===== src/rtl/stepper_phase_decoder.sv =====
// Receive-side decoder for the 4-phase one-cold stepper drive on the railway gate.
// Recovers step pulses, direction, gate position, limits, motion status and a sticky error.
module stepper_phase_decoder #(
  parameter int SYNC_STAGES = 2,
  parameter int POS_W       = 12,
  parameter int MAX_POS     = 1024,
  parameter int IDLE_CYC    = 65536
) (
  input  logic             clk,
  input  logic             rst,
  input  logic [3:0]       phase_in,
  input  logic             clr_err,
  input  logic             pos_clr,
  output logic [POS_W-1:0] position,
  output logic             step_fwd,
  output logic             step_rev,
  output logic             dir,
  output logic             gate_closed,
  output logic             gate_open,
  output logic             moving,
  output logic             err
);

  localparam int                IDLE_W   = $clog2(IDLE_CYC + 1);
  localparam logic [POS_W-1:0]  POS_MAX  = POS_W'(MAX_POS);
  localparam logic [IDLE_W-1:0] IDLE_MAX = IDLE_W'(IDLE_CYC);

  typedef enum logic [2:0] {
    EV_NONE,
    EV_CAPTURE,
    EV_FWD,
    EV_REV,
    EV_BAD,
    EV_SKIP
  } event_e;

  logic [3:0]             sync_q [SYNC_STAGES];
  logic [SYNC_STAGES-1:0] fill_q;
  logic [3:0]             s;
  logic                   s_live;
  logic                   s_valid;

  logic [3:0]        prev_q, prev_nxt;
  logic              prev_valid_q, prev_valid_nxt;
  logic [POS_W-1:0]  pos_nxt;
  logic              dir_nxt;
  logic              err_set;
  logic [IDLE_W-1:0] idle_q, idle_nxt;
  event_e            ev;

  // fill_q tracks which synchroniser stages hold a real sample rather than the
  // 1111 reset filler, so the filler draining out is never reported as an error.
  always_ff @(posedge clk) begin
    if (rst) begin
      // NOTE: the synchroniser array is reset explicitly; a memory-style array
      // only gets a reset value when each element is assigned in the reset branch.
      for (int i = 0; i < SYNC_STAGES; i++) sync_q[i] <= 4'b1111;
      fill_q <= '0;
    end else begin
      // NOTE: non-blocking assignments let every stage sample the previous
      // stage's old value, which is what makes this a shift chain.
      sync_q[0] <= phase_in;
      fill_q[0] <= 1'b1;
      for (int i = 1; i < SYNC_STAGES; i++) begin
        sync_q[i] <= sync_q[i-1];
        fill_q[i] <= fill_q[i-1];
      end
    end
  end

  assign s      = sync_q[SYNC_STAGES-1];
  assign s_live = fill_q[SYNC_STAGES-1];

  always_comb begin
    // NOTE: every variable gets a default first so no path leaves it unassigned
    // and no latch is inferred.
    s_valid        = (s == 4'b0111) || (s == 4'b1011) || (s == 4'b1101) || (s == 4'b1110);
    ev             = EV_NONE;
    prev_nxt       = prev_q;
    prev_valid_nxt = prev_valid_q;
    pos_nxt        = position;
    dir_nxt        = dir;
    err_set        = 1'b0;

    if (!s_valid)                               ev = s_live ? EV_BAD : EV_NONE;
    else if (!prev_valid_q)                     ev = EV_CAPTURE;
    else if (s == prev_q)                       ev = EV_NONE;
    else if (s == {prev_q[0], prev_q[3:1]})     ev = EV_FWD;
    else if (s == {prev_q[2:0], prev_q[3]})     ev = EV_REV;
    else                                        ev = EV_SKIP;

    case (ev)
      EV_CAPTURE: begin
        prev_nxt       = s;
        prev_valid_nxt = 1'b1;
      end
      EV_FWD: begin
        prev_nxt = s;
        dir_nxt  = 1'b1;
        if (position < POS_MAX) pos_nxt = position + 1'b1;
      end
      EV_REV: begin
        prev_nxt = s;
        dir_nxt  = 1'b0;
        if (position != '0) pos_nxt = position - 1'b1;
      end
      EV_BAD:  err_set = 1'b1;
      EV_SKIP: begin
        err_set  = 1'b1;
        prev_nxt = s;
      end
      default: ;
    endcase

    if (pos_clr) pos_nxt = '0;

    if (ev == EV_FWD || ev == EV_REV) idle_nxt = '0;
    else if (idle_q == IDLE_MAX)      idle_nxt = idle_q;
    else                              idle_nxt = idle_q + 1'b1;
  end

  // Idle counter resets to its saturated value so moving stays low until the first step.
  always_ff @(posedge clk) begin
    if (rst) begin
      prev_q       <= '0;
      prev_valid_q <= 1'b0;
      position     <= '0;
      step_fwd     <= 1'b0;
      step_rev     <= 1'b0;
      dir          <= 1'b0;
      gate_closed  <= 1'b1;
      gate_open    <= 1'b0;
      moving       <= 1'b0;
      err          <= 1'b0;
      idle_q       <= IDLE_MAX;
    end else begin
      prev_q       <= prev_nxt;
      prev_valid_q <= prev_valid_nxt;
      position     <= pos_nxt;
      step_fwd     <= (ev == EV_FWD);
      step_rev     <= (ev == EV_REV);
      dir          <= dir_nxt;
      gate_closed  <= (pos_nxt == '0);
      gate_open    <= (pos_nxt == POS_MAX);
      moving       <= (idle_nxt < IDLE_MAX);
      err          <= err_set | (err & ~clr_err);
      idle_q       <= idle_nxt;
    end
  end

endmodule


===== config.mk =====
export PLATFORM = sky130hd
export DESIGN_NAME = stepper_phase_decoder
export DESIGN_NICKNAME = d
export VERILOG_FILES = /design/src/rtl/stepper_phase_decoder.sv
export SDC_FILE = /design/constraint.sdc
export NUM_CORES = 1
export LEC_CHECK = 0
export CAP_MARGIN = 20
export CORE_MARGIN = 4
export CORE_UTILIZATION = 35
export CTS_CLUSTER_DIAMETER = 50
export CTS_CLUSTER_SIZE = 20
export DETAILED_ROUTE_END_ITERATION = 12
export MAX_ROUTING_LAYER = met4
export PLACE_DENSITY = 0.54
export SETUP_SLACK_MARGIN = 0.4
export SYNTH_ARGS = -nofsm -noshare
export SYNTH_HDL_FRONTEND = slang
export SYNTH_SLANG_ARGS = --single-unit

===== constraint.sdc =====
create_clock -name clk -period 3.7 [get_ports clk]
set_clock_uncertainty 0.1 [all_clocks]
set_input_delay 1.11 -clock clk [delete_from_list [all_inputs] [get_ports clk]]
set_output_delay 1.11 -clock clk [all_outputs]
set_load 0.01 [all_outputs]

* After elaboration in Yosys (flattened, before gate mapping)
Memories as Yosys holds them, arrays and structs flattened.
Index checks and enable logic that the tools add are counted.
** Operators by class
- Add/sub/neg operators :: 3
- $lt $le $gt $ge :: 2
- Equal/unequal tests :: 14
- Multiplexer cells :: 20
- Bitwise logic cells :: 5
- Reductions and logical operators :: 9
** Operators by type and width (number)
- 12-bit two-way mux :: 3
- 17-bit two-way mux :: 2
- 12-bit one-hot mux with 2 select lines :: 1
- 3-bit two-way mux :: 6
- 17-bit by 1-bit adder with 17-bit output, second input constant :: 1
- 17-bit equality test, second input constant :: 1
- 17-bit less-than comparator, second input constant :: 1
- 12-bit by 1-bit adder with 12-bit output, second input constant :: 1
- 12-bit by 11-bit equality test with 1-bit output, second input constant :: 1
- 4-bit equality test :: 3
- 4-bit equality test, second input constant :: 3
- 12-bit zero test :: 1
- 12-bit by 11-bit less-than comparator with 1-bit output, second input constant :: 1
- 12-bit nonzero test :: 1
- 12-bit by 1-bit subtractor with 12-bit output, second input constant :: 1
- 4-bit two-way mux :: 2
- 3-bit by 2-bit equality test with 1-bit output, second input constant :: 2
- 3-bit equality test, second input constant :: 2
- 1-bit two-way mux :: 5
- 4-bit by 3-bit equality test with 1-bit output, second input constant :: 1
- 1-bit logical OR :: 4
- 4-bit OR reduction :: 1
- 3-bit by 1-bit equality test with 1-bit output, second input constant :: 1
- 1-bit bitwise OR :: 3
- other kinds (5) :: 5
** Word-level totals
- Flip-flop bits (word level) :: 43
- RAM bits :: 8
- Bits of input ports :: 8
- Output and inout bits :: 19
- Logic and storage cells :: 67
- Memories kept :: 1
** Memory list
- sync_q :: depth 2, width 4, rd ports 2, clocked after Yosys merged registers in 0, write ports 2, line 37 : logic [3:0] sync_q [SYNC_STAGES];

* Depth between registers and ports, before layout
An unclocked memory read counts as a cell.
- Depth in word-level cells :: 11
- Mapped depth :: 9
- Gate-level depth less buffers :: 9

* Worst setup path before layout
No wires, ideal clock.
- Kind :: reg2reg
- Start :: reg position[0]
- End :: reg gate_open
- Setup time :: 0.061 ns
- Arrival :: 2.508 ns
- Required time :: 3.539 ns
- Path slack :: 1.031 ns
- Cell stages (with the launch flop) :: 10
- Buffers on the path :: 0
- Period minus slack after synthesis :: 2.669 ns
- Cell sequence :: dfxtp_1 -> inv_1 -> ha_1 -> or3b_2 -> nor4b_4 -> or4_1 -> a221oi_1 -> o221a_2 -> nor4_2 -> and4_1
** On the way
- Longest elaborated chain between the ends :: 5
- Elaborated cells on any way between the ends :: 9
- Those cells by class :: 2 x add/sub; 1 x order compare; 1 x eq/ne; 4 x mux; 1 x reduce/logical
** Ends and longest elaborated chain
- from (decl) :: line 14 : output logic [POS_W-1:0] position,
- from (signal assigned) :: line 139 : position <= pos_nxt;
- 12-bit by 1-bit subtractor with 12-bit output, or another cell as far along :: line 105 : if (position != '0) pos_nxt = position - 1'b1;
- 12-bit two-way mux (on tied branches) :: line 105, 100
- 12-bit one-hot mux with 2 select lines * :: line 92 : case (ev)
- 12-bit two-way mux * :: line 115 : if (pos_clr) pos_nxt = '0;
- 12-bit by 11-bit equality test with 1-bit output * :: line 144 : gate_open <= (pos_nxt == POS_MAX);
- to (signal assigned) :: line 144
- to (decl) :: line 19 : output logic gate_open,
Every way passes the cells marked *; elsewhere a longest branch is shown, timed or not.
A chain may end at the register's enable or synchronous reset.

* Worst setup path in the final report
Same ends and word-level chain as after synthesis.

==> out/qor.yml <==
floorplan:
  fp.dieW_um: 98.0
  start_util_pct: 36.3
  coreArea_um2: 7810
  die-height_um: 98.0
  dieArea_um2: 9600
  ios: 27
  num_rows: 32
routing:
  dr.first_iter.drc_count: 231
  vias: 2632
  drc: 0
  totalWireLength_mm: 7.41
  drtPass1Iterations: 7
  ant_nets: 0
  avgViaCountPerCell: 5.73
  post_drt_wl_per_cell_um: 16.2
setup_path:
  worstPathRequired_ns: 3.85
  start_kind: "register"
  cp_max_fo: 9
  startpoint: "position[0]"
  worst-r2r-setup-slack_ns: 0.56
  reg2reg_from: "position[0]"
  crit_arrival_ns: 3.29
  end_kind: "register"
  regToRegEndpoint: "gate_open"
  endpoint: "gate_open"
  reg2regPathDepth: 9
  path_class: "reg2reg"
clock_tree:
  clockBufferDepth: 2
  cts_made_buffers: 5
  clk_pin_slew_ns: 0.11
  post_cts_buffers: 0
  root_buffer: "clkbuf_8"
  htreeDepth: 2
  holdBufCountCts: 0
  cts_resized: 0
  clock_sinks: 51
  insertion_delay_ns: 0.31
  cts_tree: "built"
power_and_ir_drop:
  power_density_nw_per_um2: 333
  ir_worst_vdd_mv: 0.216
  leakagePower_nw: 1.19
synthesis:
  ys_ff_latch: 51
  synthCells: 332
  ys_warn_count: 0
  syn_avg_cell_area_um2: 8.54
  netlist-cell-type-count: 62
  syn_nets: 345
  synth_flop_cell: "dfxtp_1"
  synth_edf_count: 0
  syn-cell-area_um2: 2840
  yosysSeqAreaShare_pct: 36.0
  synthArstFlopShare_pct: 0
cells_and_area:
  drive_gt1_share_pct: 12.0
  diodes: 0
  n_fill_cell: 792
  stdcell_count: 459
  nets: 369
  area_growth_pct: 17.0
sta:
  slew_violations: 0
  relSlewSlack_pct: 57.8
  hold_viol_final: 0
  period_minus_slack_ns: 3.14
  finalCritPeriodShare_pct: 84.8
  setup_violations: 0
  rsz0062_at_grt: "no"
  finalSetupTns_ns: 0
  clock.fmax_ghz: 0.319
  tightest_slew_ns: 0.631
placed_design:
  gp_congestion: 0.904
  io_buffers: 26
  numPlacedInstances: 451
  place_hpwl_mm: 5.47
grt:
  antenna_found_initial: 0
  grt_pass1_vias: 2451
  grt.total_usage_pct: 16.2
  grt_pass1_wl_mm: 12.5
  grt.overflow.total: 0
  grt_max_degree: 23
run:
  drv_cap: 0
worst_hold_path:
  hp-class: "reg2reg"
outcome:
  status: "completed"
## cell usage after synthesis, types with 3 or more instances
master	instances	area share, %
dfxtp_1	51	36
xor2_1	12	3.7
or2_2	9	2.0
o21ai_0	10	1.8
and2_1	7	1.5
mux2i_1	4	1.4
and4_1	4	1.2
or4_1	3	0.79
nand4_1	8	1.8
ha_1	5	2.2
nand3_1	20	3.5
nor2_1	38	5.0
o211ai_1	4	1.1
nor3_1	10	1.8
xnor2_1	17	5.3
a31o_2	3	0.93
nand2_1	17	2.3
a21oi_1	15	2.6
inv_1	10	1.3
nor4_1	7	1.5
clkbuf_1	11	1.5
buf_2	4	0.71
and3_1	10	2.2
## where the power goes
group          leakage (nW)  switching (W)  internal [W]
registers             0.415      0.0000219      0.000566
clock network        0.0587       0.000198      0.000205
logic                 0.716      0.0000615     0.0000517
total                  1.19       0.000281      0.000823
## worst min path at each step
stage | startpoint | end | slack (ns) | cells after the start
floorplan | sync_q[0][0] | sync_q[0][4] | 0.29 | 1
global placement | sync_q[0][0] | sync_q[0][4] | 0.29 | 1
detailed placement | sync_q[0][3] | sync_q[0][7] | 0.29 | 1
finish | sync_q[0][3] | sync_q[0][7] | 0.32 | 1
global route | sync_q[0][0] | sync_q[0][4] | 0.33 | 1
CTS | sync_q[0][3] | sync_q[0][7] | 0.32 | 1
## final cells by class
class / instances / area (um^2) / share of cell area (%)
clock buffers: 5 / 68.8 / 2.07
multi-input cells: 253 / 1690 / 50.9
repair buffers: 35 / 328 / 9.88
well taps: 102 / 128 / 3.85
flip-flops and latches: 51 / 1020 / 30.8
clock inverters: 3 / 47.5 / 1.43
inverters: 10 / 37.5 / 1.13
## registers in the layout (all words and copies together) (netlist names)
register      cells
gate_open         1
step_fwd          1
err               1
prev_valid_q      1
position         12
moving            1
fill_q            2
sync_q            8
prev_q            4
gate_closed       1
idle_q           17
step_rev          1
dir               1
## per-stage QoR
stage	power, W	cell area, um^2	hold slack (ns)	utilization, %	setup WS, ns
5_1_grt	0.00116	3320	0.334	42.5	0.490
3_5_place_dp	0.000714	3200	0.294	41.0	0.669
2_1_floorplan	0.000681	2840	0.289	-	1.03
4_1_cts	0.00112	3320	0.318	42.5	0.610
6_report	0.00110	3320	0.316	42.5	0.562
3_3_place_gp	0.000712	3200	0.292	41.0	0.705
## placed cells by master, fill, tap and decap left out, types with 12 or more instances in the layout
master,Yosys,layout
a21oi_1,15,15
nor2_1,38,38
xnor2_1,17,17
dfxtp_1,51,51
clkdlybuf4s50_1,0,26
nand2_1,17,17
xor2_1,12,12
nand3_1,20,20
## routing by layer
layer	part of all wire [%]	track usage [%]
met3	8.6	3.50
met1	43	21.6
met4	3.4	6.07
met2	45	24.2
met5	0	-
## kinds of logic (layout without fill, tap and decap cells)
family / count (synthesis) / in the layout / synth area share (%)
simple gates: 151 / 151 / 29.7
buf+inv: 28 / 53 / 4.46
mux: 5 / 5 / 1.81
fa+ha+maj: 5 / 5 / 2.21
compound gates: 63 / 63 / 16.8
flops: 51 / 51 / 36.0
xor+xnor: 29 / 29 / 8.96
## critical path: stages (launching register included)
cell     delay [ns]
dfxtp_1        0.41
inv_1          0.11
ha_1           0.18
or3b_2         0.49
nor4b_4        0.56
nor3_1         0.10
o31ai_1        0.34
o32ai_1        0.17
nor4_2         0.38
and4_1         0.24
(Power assumes the default switching activity.)
